`src/rtl/dmem_bus_if.sv`:
```
// rtl/dmem_bus_if.sv - CPU, DMA and slave signals around the data-memory bus arbiter
interface dmem_bus_if #(
    parameter int AW = 32,
    parameter int DW = 32
);
    logic          cpu_req;
    logic          cpu_wr;
    logic [AW-1:0] cpu_addr;
    logic [DW-1:0] cpu_wdata;
    logic [DW-1:0] cpu_rdata;
    logic          cpu_ack;
    logic          cpu_stall;

    logic          dma_req;
    logic          dma_wr;
    logic          dma_lock;
    logic [AW-1:0] dma_addr;
    logic [DW-1:0] dma_wdata;
    logic [DW-1:0] dma_rdata;
    logic          dma_ack;

    logic          s_rd;
    logic          s_wr;
    logic [AW-1:0] s_addr;
    logic [DW-1:0] s_wdata;
    logic [DW-1:0] s_rdata;
    logic          s_ready;

    logic [1:0]    grant;

    // Arbiter side
    modport slave (
        input  cpu_req, cpu_wr, cpu_addr, cpu_wdata,
        output cpu_rdata, cpu_ack, cpu_stall,
        input  dma_req, dma_wr, dma_lock, dma_addr, dma_wdata,
        output dma_rdata, dma_ack,
        output s_rd, s_wr, s_addr, s_wdata,
        input  s_rdata, s_ready,
        output grant
    );

    // Requesters and memory/peripheral side
    modport master (
        output cpu_req, cpu_wr, cpu_addr, cpu_wdata,
        input  cpu_rdata, cpu_ack, cpu_stall,
        output dma_req, dma_wr, dma_lock, dma_addr, dma_wdata,
        input  dma_rdata, dma_ack,
        input  s_rd, s_wr, s_addr, s_wdata,
        output s_rdata, s_ready,
        input  grant
    );
endinterface

```
`src/rtl/dmem_bus_arbiter.sv`:
```
// rtl/dmem_bus_arbiter.sv - CPU/DMA arbiter for the shared data-memory bus
// Zero-latency grant, ownership held across wait states, bounded starvation both ways.
module dmem_bus_arbiter #(
    parameter int AW         = 32,
    parameter int DW         = 32,
    parameter int MAX_STREAK = 4,
    parameter int MAX_LOCK   = 16
) (
    input logic       clk,
    input logic       reset,
    dmem_bus_if.slave bus
);
    typedef enum logic [1:0] {IDLE, BUSY_CPU, BUSY_DMA, LOCK_DMA} state_e;

    localparam int SW = $clog2(MAX_STREAK + 1);
    localparam int LW = $clog2(MAX_LOCK + 1);
    localparam logic [SW-1:0] STREAK_MAX = SW'(MAX_STREAK);
    localparam logic [LW-1:0] LOCK_MAX   = LW'(MAX_LOCK);

    state_e        state_q, state_d;
    logic [SW-1:0] streak_q, streak_d;
    logic [LW-1:0] lock_cnt_q, lock_cnt_d;
    logic          cpu_prio_q, cpu_prio_d;

    logic          sel_cpu, sel_dma;
    logic          cpu_ack, dma_ack;
    logic [LW-1:0] lock_beats;
    logic [AW-1:0] addr_mux;
    logic [DW-1:0] wdata_mux;

    // Current-cycle owner; a dropped request leaves the bus without an owner.
    always_comb begin
        sel_cpu = 1'b0;
        sel_dma = 1'b0;
        if (!reset) begin
            case (state_q)
                IDLE: begin
                    if (cpu_prio_q && bus.cpu_req)
                        sel_cpu = 1'b1;
                    else if (bus.dma_req && (streak_q == STREAK_MAX || !bus.cpu_req))
                        sel_dma = 1'b1;
                    else
                        sel_cpu = bus.cpu_req;
                end
                BUSY_CPU:           sel_cpu = bus.cpu_req;
                BUSY_DMA, LOCK_DMA: sel_dma = bus.dma_req;
                default: ;
            endcase
        end
    end

    assign cpu_ack = sel_cpu & bus.s_ready;
    assign dma_ack = sel_dma & bus.s_ready;

    always_comb begin
        addr_mux  = '0;
        wdata_mux = '0;
        if (sel_cpu) begin
            addr_mux  = bus.cpu_addr;
            wdata_mux = bus.cpu_wdata;
        end else if (sel_dma) begin
            addr_mux  = bus.dma_addr;
            wdata_mux = bus.dma_wdata;
        end
    end

    assign bus.s_addr    = addr_mux;
    assign bus.s_wdata   = wdata_mux;
    assign bus.s_rd      = (sel_cpu & ~bus.cpu_wr) | (sel_dma & ~bus.dma_wr);
    assign bus.s_wr      = (sel_cpu &  bus.cpu_wr) | (sel_dma &  bus.dma_wr);
    assign bus.cpu_ack   = cpu_ack;
    assign bus.dma_ack   = dma_ack;
    assign bus.cpu_stall = bus.cpu_req & ~cpu_ack;
    assign bus.cpu_rdata = bus.s_rdata;
    assign bus.dma_rdata = bus.s_rdata;
    assign bus.grant     = {sel_dma, sel_cpu};

    assign lock_beats = (dma_ack && lock_cnt_q != LOCK_MAX) ? lock_cnt_q + LW'(1) : lock_cnt_q;

    always_comb begin
        state_d    = state_q;
        streak_d   = streak_q;
        lock_cnt_d = lock_cnt_q;
        cpu_prio_d = cpu_prio_q;

        if (!bus.dma_req || dma_ack)
            streak_d = '0;
        else if (cpu_ack && streak_q != STREAK_MAX)
            streak_d = streak_q + SW'(1);

        case (state_q)
            IDLE, BUSY_CPU, BUSY_DMA: begin
                if (state_q == IDLE)
                    cpu_prio_d = 1'b0;
                if (dma_ack && bus.dma_lock) begin
                    state_d    = LOCK_DMA;
                    lock_cnt_d = LW'(1);
                end else if (sel_cpu && !bus.s_ready) begin
                    state_d = BUSY_CPU;
                end else if (sel_dma && !bus.s_ready) begin
                    state_d = BUSY_DMA;
                end else begin
                    state_d = IDLE;
                end
            end
            LOCK_DMA: begin
                lock_cnt_d = lock_beats;
                if ((dma_ack && !bus.dma_lock) || (!bus.dma_req && !bus.dma_lock)) begin
                    state_d    = IDLE;
                    lock_cnt_d = '0;
                end else if (bus.cpu_req && lock_beats == LOCK_MAX &&
                             !(bus.dma_req && !bus.s_ready)) begin
                    // Never cut a beat in its wait states; release between beats only.
                    state_d    = IDLE;
                    lock_cnt_d = '0;
                    cpu_prio_d = 1'b1;
                end
            end
            default: state_d = IDLE;
        endcase
    end

    always_ff @(posedge clk or posedge reset) begin
        if (reset) begin
            state_q    <= IDLE;
            streak_q   <= '0;
            lock_cnt_q <= '0;
            cpu_prio_q <= 1'b0;
        end else begin
            state_q    <= state_d;
            streak_q   <= streak_d;
            lock_cnt_q <= lock_cnt_d;
            cpu_prio_q <= cpu_prio_d;
        end
    end
endmodule

```
`src/flat_wrapper.sv`:
```
// flat-port wrapper written by rule: the top's interface ports become plain ports
module dmem_bus_arbiter_flat 
#(
    parameter int AW         = 32,
    parameter int DW         = 32,
    parameter int MAX_STREAK = 4,
    parameter int MAX_LOCK   = 16
)
  (clk, reset, bus_cpu_req, bus_cpu_wr, bus_cpu_addr, bus_cpu_wdata, bus_cpu_rdata, bus_cpu_ack, bus_cpu_stall, bus_dma_req, bus_dma_wr, bus_dma_lock, bus_dma_addr, bus_dma_wdata, bus_dma_rdata, bus_dma_ack, bus_s_rd, bus_s_wr, bus_s_addr, bus_s_wdata, bus_s_rdata, bus_s_ready, bus_grant);
  dmem_bus_if #(.AW(AW), .DW(DW)) bus_i ();
  input logic clk;
  input logic reset;
  input wire logic [$bits(bus_i.cpu_req)-1:0] bus_cpu_req;
  input wire logic [$bits(bus_i.cpu_wr)-1:0] bus_cpu_wr;
  input wire logic [$bits(bus_i.cpu_addr)-1:0] bus_cpu_addr;
  input wire logic [$bits(bus_i.cpu_wdata)-1:0] bus_cpu_wdata;
  output wire logic [$bits(bus_i.cpu_rdata)-1:0] bus_cpu_rdata;
  output wire logic [$bits(bus_i.cpu_ack)-1:0] bus_cpu_ack;
  output wire logic [$bits(bus_i.cpu_stall)-1:0] bus_cpu_stall;
  input wire logic [$bits(bus_i.dma_req)-1:0] bus_dma_req;
  input wire logic [$bits(bus_i.dma_wr)-1:0] bus_dma_wr;
  input wire logic [$bits(bus_i.dma_lock)-1:0] bus_dma_lock;
  input wire logic [$bits(bus_i.dma_addr)-1:0] bus_dma_addr;
  input wire logic [$bits(bus_i.dma_wdata)-1:0] bus_dma_wdata;
  output wire logic [$bits(bus_i.dma_rdata)-1:0] bus_dma_rdata;
  output wire logic [$bits(bus_i.dma_ack)-1:0] bus_dma_ack;
  output wire logic [$bits(bus_i.s_rd)-1:0] bus_s_rd;
  output wire logic [$bits(bus_i.s_wr)-1:0] bus_s_wr;
  output wire logic [$bits(bus_i.s_addr)-1:0] bus_s_addr;
  output wire logic [$bits(bus_i.s_wdata)-1:0] bus_s_wdata;
  input wire logic [$bits(bus_i.s_rdata)-1:0] bus_s_rdata;
  input wire logic [$bits(bus_i.s_ready)-1:0] bus_s_ready;
  output wire logic [$bits(bus_i.grant)-1:0] bus_grant;
  assign bus_i.cpu_req = bus_cpu_req;
  assign bus_i.cpu_wr = bus_cpu_wr;
  assign bus_i.cpu_addr = bus_cpu_addr;
  assign bus_i.cpu_wdata = bus_cpu_wdata;
  assign bus_cpu_rdata = bus_i.cpu_rdata;
  assign bus_cpu_ack = bus_i.cpu_ack;
  assign bus_cpu_stall = bus_i.cpu_stall;
  assign bus_i.dma_req = bus_dma_req;
  assign bus_i.dma_wr = bus_dma_wr;
  assign bus_i.dma_lock = bus_dma_lock;
  assign bus_i.dma_addr = bus_dma_addr;
  assign bus_i.dma_wdata = bus_dma_wdata;
  assign bus_dma_rdata = bus_i.dma_rdata;
  assign bus_dma_ack = bus_i.dma_ack;
  assign bus_s_rd = bus_i.s_rd;
  assign bus_s_wr = bus_i.s_wr;
  assign bus_s_addr = bus_i.s_addr;
  assign bus_s_wdata = bus_i.s_wdata;
  assign bus_i.s_rdata = bus_s_rdata;
  assign bus_i.s_ready = bus_s_ready;
  assign bus_grant = bus_i.grant;
  dmem_bus_arbiter #(.AW(AW), .DW(DW), .MAX_STREAK(MAX_STREAK), .MAX_LOCK(MAX_LOCK)) u_core (.clk(clk), .reset(reset), .bus(bus_i));
endmodule
```
`config.mk`:
```
export PLATFORM = sky130hd
export DESIGN_NAME = dmem_bus_arbiter_flat
export DESIGN_NICKNAME = d
export VERILOG_FILES = /design/src/rtl/dmem_bus_if.sv /design/src/rtl/dmem_bus_arbiter.sv /design/src/flat_wrapper.sv
export SDC_FILE = /design/constraint.sdc
export NUM_CORES = 1
export LEC_CHECK = 0
export BUFFER_PORTS_ARGS = -buffer_cell sky130_fd_sc_hd__buf_2
export CORE_AREA = 2 2 119 121
export DETAILED_ROUTE_END_ITERATION = 8
export DIE_AREA = 0 0 121 123
export GPL_TIMING_DRIVEN = 0
export PLACE_DENSITY = 0.55
export SYNTH_ARGS = -nofsm -noshare
export SYNTH_HDL_FRONTEND = slang
export SYNTH_SLANG_ARGS = --single-unit
export TNS_END_PERCENT = 20
```
`constraint.sdc`:
```
create_clock -name clk -period 4.1 [get_ports clk]
set_clock_uncertainty 0.05 [all_clocks]
set_input_delay 0.205 -clock clk [delete_from_list [all_inputs] [get_ports clk]]
set_output_delay 0.205 -clock clk [all_outputs]
set_load 0.01 [all_outputs]
```
== After elaboration in Yosys (flattened, before gate mapping) ==
Cells that the tools add are included.
Operators by class
  eq/ne operators: 12
  bitwise gates (word level): 12
  muxes and demuxes: 29
  add/subtract/negate cells: 2
  reductions and logical operators: 25
Operator list (number)
  $mux 32: 4
  $mux 5: 4
  $logic_and 1x1->1: 12
  $mux 2: 5
  $pmux 5 s2: 1
  $mux 1: 9
  $and 1x1->1: 7
  $mux 3: 2
  $ne 2x1->1 const B: 3
  $pmux 1 s2: 3
  $add 5x1->5 const B: 1
  $eq 5x5->1 const B: 1
  $logic_not 1->1: 5
  $ne 5x5->1 const B: 1
  $eq 2x2->1 const B: 2
  $pmux 2 s2: 1
  $add 3x1->3 const B: 1
  $eq 3x3->1 const B: 1
  $logic_or 1x1->1: 3
  $ne 3x1->1 const B: 1
  $ne 3x3->1 const B: 1
  $not 1->1: 3
  $reduce_and 3->1: 1
  $reduce_or 3->1: 1
  6 further kinds: 7
Storage, ports and cells
  logic and storage cells: 84
  flip-flop bits (word level): 11
  output and inout port bits: 135
  input bits: 168

== Logic depth before layout (Yosys ltp) ==
Gate-level depths: netlist of the first run.
  depth after elaboration: 16
  mapped depth: 9
  mapped depth without buffers: 8

== Worst setup path after synthesis of the first run ==
OpenSTA, ideal clock, no wires.
  kind: register -> output
  start: reg u_core.state_q[0]
  end: out bus_s_wdata[10]
  buffers on the path: 3
  data arrival time: 1.985 ns
  path slack: 1.860 ns
  stages on the path, launching flop included: 10
  required time: 3.845 ns
  path through: dfrtp_1 inv_1 ha_1 nor2b_1 o31a_1 buf_6 buf_2 clkbuf_1 nand2_1 o21ai_0
On the way
  longest elaborated chain between the ends: 6
  elaborated cells on any way between the ends: 11
  classes of those cells: eq/ne (3); mux (6); reduce/logical (2)
RTL lines
  start, declared: line dmem_bus_arbiter.sv:20  | state_e state_q, state_d;
  start signal, assigned: line dmem_bus_arbiter.sv:130  | state_q <= state_d;
  $eq 2x2->1: line dmem_bus_arbiter.sv:36  | case (state_q)
  $reduce_or 2->1: line dmem_bus_arbiter.sv:36
  $pmux 1 s2: line dmem_bus_arbiter.sv:36
  $mux 1: line dmem_bus_arbiter.sv:35  | if (!reset) begin
  $mux 32: line dmem_bus_arbiter.sv:61  | end else if (sel_dma) begin
  $mux 32 *: line dmem_bus_arbiter.sv:58  | if (sel_cpu) begin
  end, declared: line flat_wrapper.sv:30  | output wire logic [$bits(bus_i.s_wdata)-1:0] bus_s_wdata;
Every way passes the cells marked *; elsewhere a longest branch is shown, timed or not.

== Final worst setup path of the first run ==
  start: reg u_core.state_q[0]
  end: out bus_s_addr[31]
On the way
  longest elaborated chain between the ends: 6
  elaborated cells on any way between the ends: 11
  classes of those cells: eq/ne (3); mux (6); reduce/logical (2)
RTL lines
  $eq 2x2->1: line dmem_bus_arbiter.sv:36
  $reduce_or 2->1: line dmem_bus_arbiter.sv:36
  $pmux 1 s2: line dmem_bus_arbiter.sv:36
  $mux 1: line dmem_bus_arbiter.sv:35
  $mux 32: line dmem_bus_arbiter.sv:61
  $mux 32 *: line dmem_bus_arbiter.sv:58
  end, declared: line flat_wrapper.sv:29  | output wire logic [$bits(bus_i.s_addr)-1:0] bus_s_addr;
Marks and branches as above.

==> impl_metrics.json, run 1 <==
{
  "synthDistinctLibCells": 45,
  "min_period_ps": 3298,
  "gp_congestion": 0.8015,
  "worstPathCellList": "inv_1, ha_1, a21oi_1, nor3_2, buf_2, clkbuf_1, nand2_1, o21ai_0, buf_2",
  "multi_input_area_sq_um": 1406,
  "clk_latency_ps": 250,
  "cts_buffers": 3,
  "drtAntennaViolNets": 0,
  "row_count": 43,
  "antenna_found_initial": 0,
  "p_leak_nw": 2.213,
  "syn_to_final_growth_pct": 71.44,
  "io_pins": 303,
  "async_reset_ff_frac": 1.000,
  "synth_area_leaders": "nand2_1, buf_4, o21ai_0",
  "post-place-ws_ps": 917.7,
  "grt_pass1_wl_um": 16060,
  "synthCells": 384,
  "worst_pin_slew_ps": 747.4,
  "htreeDepth": 1,
  "timing.setup.tns_ps": 0,
  "grt_max_degree": 12,
  "firstDrtPassIters": 4,
  "drc": 0,
  "synthFlopType": "dfrtp_1",
  "ir_drop_mv": 0.1442,
  "synth-edff-count": 0,
  "hold_viol_final": 0,
  "initial_core_util": 0.1712,
  "cp.required_ps": 3850,
  "criticalPathCategory": "reg2out",
  "cpMostUsedCell": "buf_2",
  "yosys-top-cells-count": "nand2_1, o21ai_0, buf_4",
  "wl_per_cell_um": 13.96,
  "postSynthAreaPerCell_sq_um": 6.070,
  "overflow": 0,
  "yosysMostFrequentCell": "nand2_1",
  "grt-busiest-layer": "met2",
  "worstPathMaxFanout": 10,
  "die_area_sq_um": 14880,
  "die_x_um": 121,
  "cts_tree": "done",
  "slew_headroom": 0.4990,
  "grtUsageMet1": 0.1846,
  "setup_viol": 0,
  "end_kind": "output port",
  "vias": 3426,
  "clockBufferDepth": 2,
  "use_met2": 0.2426,
  "viasPerCell": 4.088,
  "cp-startpoint": "u_core.state_q[0]",
  "start_kind": "flip-flop",
  "use_met3": 0.01799,
  "yosysWarnings": 0,
  "yosysTopAreaCell": "nand2_1",
  "coreArea_sq_um": 13610,
  "grt_pass1_vias": 2865,
  "grt.total_usage": 0.1383,
  "status": "finished clean",
  "clk_pin_slew_ps": 40,
  "power_density_nw_per_um2": 170.4,
  "cts_root_buffer": "clkbuf_16",
  "fmax_ghz": 0.3032,
  "synth_seq_cells": 11,
  "seqCellArea_sq_um": 275.3,
  "r2r-start": "u_core.state_q[0]",
  "wl_um": 11700,
  "drive_above_1_share": 0.5410,
  "hold_class": "in2reg",
  "cp.arrival_ps": 3040,
  "hp-start": "bus_dma_req",
  "synth_top_area_frac": 0.2190,
  "portBuffers": 269,
  "num-nets-final": 836,
  "fill_cells": 1530,
  "cap_violations": 0,
  "clock_sinks": 11,
  "hpwl_um": 9766,
  "cpMaxStageDelayCell": "nor3_2",
  "final.setup.worst_slack_ps": 801.6,
  "crit_buf_inv": 4,
  "netlist_area_sq_um": 2331,
  "drt_iter0_markers": 158,
  "antenna_cells": 0,
  "ys_seq_area_frac": 0.1181,
  "period_share": 0.8045,
  "drv_slew": 0,
  "rsz0062_at_grt": "no",
  "mappedNetlistNets": 561,
  "die_y_um": 123,
  "critPathTopFamily": "buffers and inverters",
  "crit_path_max_incr_delay_ps": 590
}
[placed cells by master, fill, tap and decap left out, types with 3 or more instances in the layout]
master     instances
buf_2            276
nand2_1          136
o21ai_0           68
buf_4             66
inv_1             15
clkbuf_1          14
dfrtp_1           11
ha_1               9
nor2_1             8
xor2_1             3
a21oi_1            3
nand3_1            3
nor3_1             3
clkbuf_16          3
[flip-flops by register name, summed over array words and instances, names as in the netlist]
name               flops
u_core.state_q         2
u_core.streak_q        3
u_core.cpu_prio_q      1
u_core.lock_cnt_q      5
[final cells by class]
cell class              instances  share of cell area
well taps                     180             0.05636
inverters                      15             0.01409
clock buffers                   4             0.01972
multi-input cells             269              0.3519
repair buffers                270              0.3394
plain buffers                  89              0.1497
flip-flops and latches         11             0.06888
[path summary, 6_finish.rpt]
check,endpoint,slack [ps],cells after the start
min reg2reg,u_core.cpu_prio_q,470,2
max reg2reg,u_core.lock_cnt_q[4],1610,7
max in group asynchronous,u_core.lock_cnt_q[0],3170,3
max,bus_s_addr[31],800,9
min,u_core.streak_q[1],260,3
min in group asynchronous,u_core.state_q[1],510,3
[logic make-up (layout without fill, tap and decap cells)]
family	count (synthesis)	in the layout	share of synthesized area
xor gates and xnor gates	4	4	0.01503
AOI/OAI and AO/OA	87	87	0.2201
DFF	11	11	0.1181
buffers and inverters	104	378	0.2807
muxes	3	3	0.01503
and+or+nand+nor	166	166	0.3027
adders and majority gates	9	9	0.04831
[stage by stage]
| stage | area [sq um] | instances | utilization | hold slack, ps | power, mW |
|---|---|---|---|---|---|
| global placement | 3902 | 833 | 0.2867 | 239.7 | 0.4978 |
| detailed placement | 3908 | 833 | 0.2871 | 239.2 | 0.4985 |
| CTS | 3996 | 838 | 0.2936 | 246.2 | 0.6889 |
| global route | 3996 | 838 | 0.2936 | 280.0 | 0.7273 |
| finish | 3996 | 838 | 0.2936 | 258.3 | 0.6810 |
| floorplan | 2331 | 384 | - | 7.438 | 0.3132 |
[tightest hold or removal path, delay by kind of cell]
kind	cells	cell delay, ps
and+or+nand+nor	2	160
buffers and inverters	1	140
[routing by layer]
metal,share of wire,vias up
met5,0,-
li1,-,1746
met4,0.0051,0
met1,0.42,1521
met2,0.50,154
met3,0.076,5
[where the power goes]
part / switching (mW) / internal (mW) / total [mW]
Clock: 0.0552 / 0.131 / 0.186
Sequential: 0.00548 / 0.114 / 0.120
Combinational: 0.197 / 0.178 / 0.375
Total: 0.257 / 0.424 / 0.681
[what timing repair did]
action / in CTS / in global routing
gates resized for setup: 0 / 0
hold buffers: 1 / 0
buffers inserted: 0 / 0
hold endpoints to repair: 11 / 0
Note: power is estimated with default switching activity, not from simulation.
==> inputs of run 2 (changes only) <==
--- a/config.mk
+++ b/config.mk
@@ -5,12 +5,13 @@
 export SDC_FILE = /design/constraint.sdc
 export NUM_CORES = 1
 export LEC_CHECK = 0
+export ABC_AREA = 1
 export BUFFER_PORTS_ARGS = -buffer_cell sky130_fd_sc_hd__buf_2
-export CORE_AREA = 2 2 119 121
+export CORE_AREA = 2 2 117 119
 export DETAILED_ROUTE_END_ITERATION = 8
-export DIE_AREA = 0 0 121 123
+export DIE_AREA = 0 0 119 121
 export GPL_TIMING_DRIVEN = 0
-export PLACE_DENSITY = 0.55
+export PLACE_DENSITY = 0.59
 export SYNTH_ARGS = -nofsm -noshare
 export SYNTH_HDL_FRONTEND = slang
 export SYNTH_SLANG_ARGS = --single-unit
==> constraint.sdc (replaced) <==
create_clock -name clk -period 2.7 [get_ports clk]
set_clock_uncertainty 0.05 [all_clocks]
set_input_delay 0.135 -clock clk [delete_from_list [all_inputs] [get_ports clk]]
set_output_delay 0.135 -clock clk [all_outputs]
set_load 0.01 [all_outputs]
==> run 2 against run 1 <==
- critical path depth increased by 1
- register-to-register slack got worse by 970 ps
- synthesized area increased by 2.7%
- sequential share of layout area is 0.11 points lower
- hold slack worse by 29 ps
- first-iteration DRC count is 23% higher
- core utilization up 1.7 points
- count of clock-buffer cells in the layout unchanged
- via count rose by 2.7%
- worst setup slack got worse by 600 ps
==> impl_metrics.json, run 2 <==
{
  "min_period_ps": 2503,
  "reg.largest.list": "u_core.lock_cnt_q x5, u_core.streak_q x3, u_core.state_q x2",
  "drv_slew": 0,
  "cp-startpoint": "u_core.state_q[1]",
  "synthDistinctLibCells": 31,
  "top_layer_used": "met4",
  "worstPathMaxFanout": 10,
  "setup_viol": 0,
  "cts_buffers": 3,
  "drc": 0,
  "die_area_sq_um": 14400,
  "cap_violations": 0,
  "viasPerCell": 4.045,
  "cp.required_ps": 2520,
  "vias": 3519,
  "wl_met2_um": 5912,
  "coreArea_sq_um": 13090,
  "num-nets-final": 872,
  "cts_tree": "done",
  "r2r-start": "u_core.state_q[1]",
  "die_x_um": 119,
  "hpwl_um": 10450,
  "syn_to_final_growth_pct": 69.54,
  "drive_above_1_share": 0.5274,
  "grt_max_degree": 12,
  "synth_seq_cells": 11,
  "firstDrtPassIters": 4,
  "largest_reg_flops": 5,
  "cp.arrival_ps": 2320,
  "htreeDepth": 1,
  "clockBufferDepth": 2,
  "die_y_um": 121,
  "clk_pin_slew_ps": 40,
  "yosysWarnings": 0,
  "mappedNetlistNets": 597,
  "antenna_cells": 0,
  "end_kind": "output port",
  "slew_headroom": 0.6448,
  "worst_pin_slew_ps": 531.0,
  "netlist_area_sq_um": 2395,
  "synth_top_area_frac": 0.2476,
  "row_count": 42,
  "gp_congestion": 0.8316,
  "synthFlopType": "dfrtp_1",
  "grt_pass1_wl_um": 17240,
  "status": "finished clean",
  "fmax_ghz": 0.3996,
  "grt.total_usage": 0.1508,
  "clk_latency_ps": 240,
  "drtAntennaViolNets": 0,
  "layout_common_cells": "buf_2, nand2_1, nand3_1, buf_4, inv_1",
  "ys_seq_area_frac": 0.1149,
  "rr_worst_depth": 10,
  "dr_wl_met3_um": 738,
  "drt_iter0_markers": 195,
  "hold_class": "in2reg",
  "io_pins": 303,
  "ir_drop_mv": 0.3600,
  "whs_ps": 228.8,
  "overflow": 0,
  "power_density_nw_per_um2": 269.1,
  "layout_commonest_cell": "buf_2",
  "timing.setup.tns_ps": 0,
  "p_leak_nw": 2.625,
  "synth-edff-count": 0,
  "grt_pass1_vias": 3144,
  "wl_met1_um": 5363,
  "wl_um": 12130,
  "postSynthAreaPerCell_sq_um": 5.702,
  "cp-endpoint": "bus_s_wdata[10]",
  "synthCells": 420,
  "start_kind": "flip-flop",
  "r2r_slack_ps": 640,
  "period_share": 0.9269,
  "cts_root_buffer": "clkbuf_16",
  "yosysTopAreaCell": "nand2_1",
  "hold_viol_final": 0,
  "antenna_found_initial": 0,
  "initial_core_util": 0.1830,
  "wl_per_cell_um": 13.94,
  "yosys-top-cells-count": "nand2_1, nand3_1, buf_4",
  "rsz0062_at_grt": "no",
  "crit-reg2reg-capture": "u_core.state_q[1]",
  "fill_cells": 1508,
  "portBuffers": 269,
  "criticalPathCategory": "reg2out",
  "top_register": "u_core.lock_cnt_q",
  "synth_area_leaders": "nand2_1, buf_4, nand3_1",
  "clock_sinks": 11,
  "async_reset_ff_frac": 1.000,
  "postCtsSetupRepairBufs": 0,
  "yosysMostFrequentCell": "nand2_1"
}
[run 2: changes by cell type in the layout (fill, tap and decap cells not counted), sizes merged, moves of 3 or more]
| cell | change |
|---|---|
| buf | +9 |
| clkbuf | -9 |
| inv | +11 |
| nand2 | +25 |
| nand3 | +74 |
| nand4 | +9 |
| nor2 | +5 |
| nor3 | -3 |
| o21ai | -58 |
[run 2: critical path, cell delays in order, from the launching register on]
cell     delay [ps]
dfrtp_1         420
inv_1            90
ha_1            230
nor3_4          240
inv_2            60
nor2_4          190
buf_4           240
buf_2           260
nand3_1         100
nand2_1          80
buf_2           150
[run 2: cell type report]
cell class	instances	area, sq um	area share
Multi-Input combinational cell	294	1420	0.3498
Timing Repair Buffer	270	1356	0.3341
Buffer	89	611.8	0.1507
Sequential cell	11	275.3	0.06780
Tap cell	176	220.2	0.05424
Inverter	26	97.59	0.02404
Clock buffer	4	78.83	0.01941
[run 2: where the power goes]
group	total, mW	internal, mW	switching (mW)
Sequential	0.192	0.178	0.0141
Clock	0.272	0.198	0.0736
Combinational	0.629	0.292	0.337
Total	1.09	0.668	0.425
[run 2: timing repair]
action	CTS	global route
setup endpoints to repair	3	13
gates resized for setup	1	1
endpoints found under the hold margin	11	0
hold buffers	1	0
[run 2: metal layers]
metal,vias up,global-route usage
li1,1823,-
met1,1531,0.2048
met2,157,0.2615
met3,8,0.01598
met4,0,0.02530
met5,-,0
[run 2: kinds of logic (layout without fill, tap and decap cells)]
| family | Yosys count | count (layout) | share of synthesized area |
|---|---|---|---|
| AO/OA/AOI/OAI | 18 | 18 | 0.04180 |
| XOR/XNOR | 2 | 2 | 0.007316 |
| adder cells (fa/ha/maj) | 9 | 9 | 0.04702 |
| buffers and inverters | 115 | 389 | 0.2952 |
| flip-flops | 11 | 11 | 0.1149 |
| AND/OR/NAND/NOR | 265 | 265 | 0.4937 |
[run 2: how the worst min path moves through the flow]
stage / slack (ps) / start / cells past startpoint / endpoint
floorplan: -50 / reset / 1 / u_core.cpu_prio_q
global placement: 180 / reset / 2 / u_core.lock_cnt_q[4]
detailed placement: 180 / reset / 2 / u_core.lock_cnt_q[4]
CTS: 230 / bus_dma_lock / 5 / u_core.state_q[1]
global route: 260 / bus_dma_lock / 5 / u_core.state_q[0]
finish: 230 / bus_dma_lock / 5 / u_core.state_q[1]
[run 2: per-stage QoR]
| step | std cells | util | total power [mW] | cell area, sq um | setup WS (ps) |
|---|---|---|---|---|---|
| detailed placement | 865 | 0.3027 | 0.8232 | 3961 | 227.3 |
| global placement | 865 | 0.3027 | 0.8237 | 3961 | 214.7 |
| CTS | 870 | 0.3097 | 1.102 | 4053 | 99.67 |
| floorplan | 420 | - | 0.5347 | 2395 | 898.0 |
| finish | 870 | 0.3103 | 1.093 | 4060 | 197.5 |
| global route | 870 | 0.3103 | 1.172 | 4060 | 36.26 |
==> inputs of run 3 (changes only) <==
--- a/config.mk
+++ b/config.mk
@@ -11,7 +11,7 @@
 export DETAILED_ROUTE_END_ITERATION = 8
 export DIE_AREA = 0 0 119 121
 export GPL_TIMING_DRIVEN = 0
-export PLACE_DENSITY = 0.59
+export PLACE_DENSITY_LB_ADDON = 0.15
 export SYNTH_ARGS = -nofsm -noshare
 export SYNTH_HDL_FRONTEND = slang
 export SYNTH_SLANG_ARGS = --single-unit
==> run 3 against run 2 <==
- non-clock buffer count unchanged
- sequential power about the same
- critical path type unchanged
- count of clock-buffer cells in the layout unchanged
- critical path depth unchanged
- die area unchanged
- register-to-register slack got worse by 20 ps
==> impl_metrics.json, run 3 (synthesized netlist as in run 2, its figures left out) <==
{
  "status": "finished clean",
  "clk_latency_ps": 240,
  "cp-endpoint": "bus_s_wdata[8]",
  "overflow": 0,
  "layout_commonest_cell": "buf_2",
  "hpwl_um": 10050,
  "cts_tree": "done",
  "postCtsSetupRepairBufs": 0,
  "r2r_slack_ps": 620,
  "r2r-start": "u_core.state_q[1]",
  "rsz0062_at_grt": "yes",
  "crit_buf_inv": 5,
  "grt_pass1_vias": 3364,
  "min_period_ps": 2462,
  "fmax_ghz": 0.4061,
  "row_count": 42,
  "totalPowerFinal_mw": 1.093,
  "worst_pin_slew_ps": 584.9,
  "reg.largest.list": "u_core.lock_cnt_q x5, u_core.streak_q x3, u_core.state_q x2",
  "drt_iter0_markers": 181,
  "slew_headroom": 0.6088,
  "die_x_um": 119,
  "grtUsageMet1": 0.1827,
  "antenna_cells": 0,
  "rr_worst_depth": 10,
  "cp_num_cells": 10,
  "portBuffers": 269,
  "grt_max_degree": 12,
  "use_met3": 0.02303,
  "use_met2": 0.2762,
  "num-nets-final": 872,
  "hold_class": "in2reg",
  "drive_above_1_share": 0.5288,
  "top_register": "u_core.lock_cnt_q",
  "start_kind": "flip-flop",
  "fill_cells": 1514,
  "crit-reg2reg-capture": "u_core.state_q[0]",
  "htreeDepth": 1,
  "cp.required_ps": 2520,
  "drtAntennaViolNets": 0,
  "cpMaxStageDelayCell": "dfrtp_1",
  "cap_violations": 0,
  "vias": 3604,
  "period_share": 0.9119,
  "drc": 0,
  "syn_to_final_growth_pct": 69.44,
  "cts_buffers": 3,
  "wl_um": 11770,
  "wl_per_cell_um": 13.53,
  "setup_viol": 0,
  "viasPerCell": 4.143,
  "die_y_um": 121,
  "antenna_found_initial": 0,
  "worstPathCellList": "inv_1, ha_1, a21o_1, nand3_2, inv_2, clkbuf_4, buf_2, nand2_1, nand2_1, buf_2",
  "clock_sinks": 11,
  "clk_pin_slew_ps": 40,
  "firstDrtPassIters": 7,
  "cp-startpoint": "u_core.state_q[0]",
  "cts_root_buffer": "clkbuf_16",
  "seqCellArea_sq_um": 275.3,
  "end_kind": "output port",
  "cp.arrival_ps": 2280,
  "grt-busiest-layer": "met2",
  "largest_reg_flops": 5,
  "initial_core_util": 0.1830,
  "final.setup.worst_slack_ps": 237.7,
  "critPathTopFamily": "buffers and inverters",
  "crit_path_max_incr_delay_ps": 420,
  "clockBufferDepth": 2,
  "power_density_nw_per_um2": 269.3,
  "post-place-ws_ps": 359.2,
  "gp_congestion": 0.8188,
  "hold_viol_final": 0,
  "grt.total_usage": 0.1493,
  "criticalPathCategory": "reg2out",
  "io_pins": 303,
  "layout_common_cells": "buf_2, nand2_1, nand3_1, buf_4, inv_1",
  "multi_input_area_sq_um": 1413,
  "coreArea_sq_um": 13090,
  "ir_drop_mv": 0.1522,
  "p_leak_nw": 2.628,
  "drv_slew": 0,
  "die_area_sq_um": 14400,
  "worstPathMaxFanout": 10,
  "grt_pass1_wl_um": 17430
}
==> run 3: changes by cell type in the layout (fill, tap and decap cells not counted) <==
cell,delta
nand3_2,+1
buf_4,-2
clkbuf_1,-1
nand3_4,-1
buf_6,+1
clkbuf_2,+1
clkbuf_4,+1
==> run 3: what timing repair did <==
item	CTS	global route
endpoints found under the setup margin	0	27
hold buffers	1	0
gates resized for setup	0	4
endpoints found under the hold margin	11	0
==> run 3: power breakdown <==
part | switching (mW) | internal, mW
Sequential | 0.0154 | 0.178
Clock | 0.0789 | 0.199
Combinational | 0.330 | 0.292
==> run 3: metal layers <==
metal / vias up / share of wire
li1: 1823 / -
met1: 1625 / 0.41
met2: 149 / 0.52
met3: 7 / 0.064
met4: 0 / 0.0072
met5: - / 0
==> run 3: worst min path at each step <==
stage                                     to    startpoint  cells past startpoint  slack, ps
after global routing      u_core.streak_q[2]   bus_dma_req                      5        290
final                      u_core.state_q[1]  bus_dma_lock                      5        230
after CTS                  u_core.state_q[1]  bus_dma_lock                      5        240
after global placement    u_core.streak_q[1]         reset                      2        180
after detailed placement   u_core.state_q[0]         reset                      2        180
after floorplan            u_core.cpu_prio_q         reset                      1        -50
==> run 3: layout make-up <==
| class | instances | area share |
|---|---|---|
| Timing Repair Buffer | 270 | 0.3343 |
| Multi-Input combinational cell | 294 | 0.3481 |
| Clock buffer | 4 | 0.01943 |
| Tap cell | 176 | 0.05427 |
| Inverter | 26 | 0.02405 |
| Sequential cell | 11 | 0.06784 |
| Buffer | 89 | 0.1520 |
==> run 3: per-stage QoR <==
stage	util	TNS, ps	hold slack, ps	instances	area (sq um)
after global placement	0.3027	0	181.6	865	3961
after CTS	0.3095	0	237.2	870	4050
after global routing	0.3101	-0.8562	286.3	870	4058
final	0.3101	0	232.2	870	4058
after detailed placement	0.3027	0	177.1	865	3961
after floorplan	-	0	-46.61	420	2395
==> run 3: tightest hold or removal path: cells and delay by family <==
family          cells  cell delay [ps]
buf+inv             1               90
simple gates        3              190
compound gates      1               70
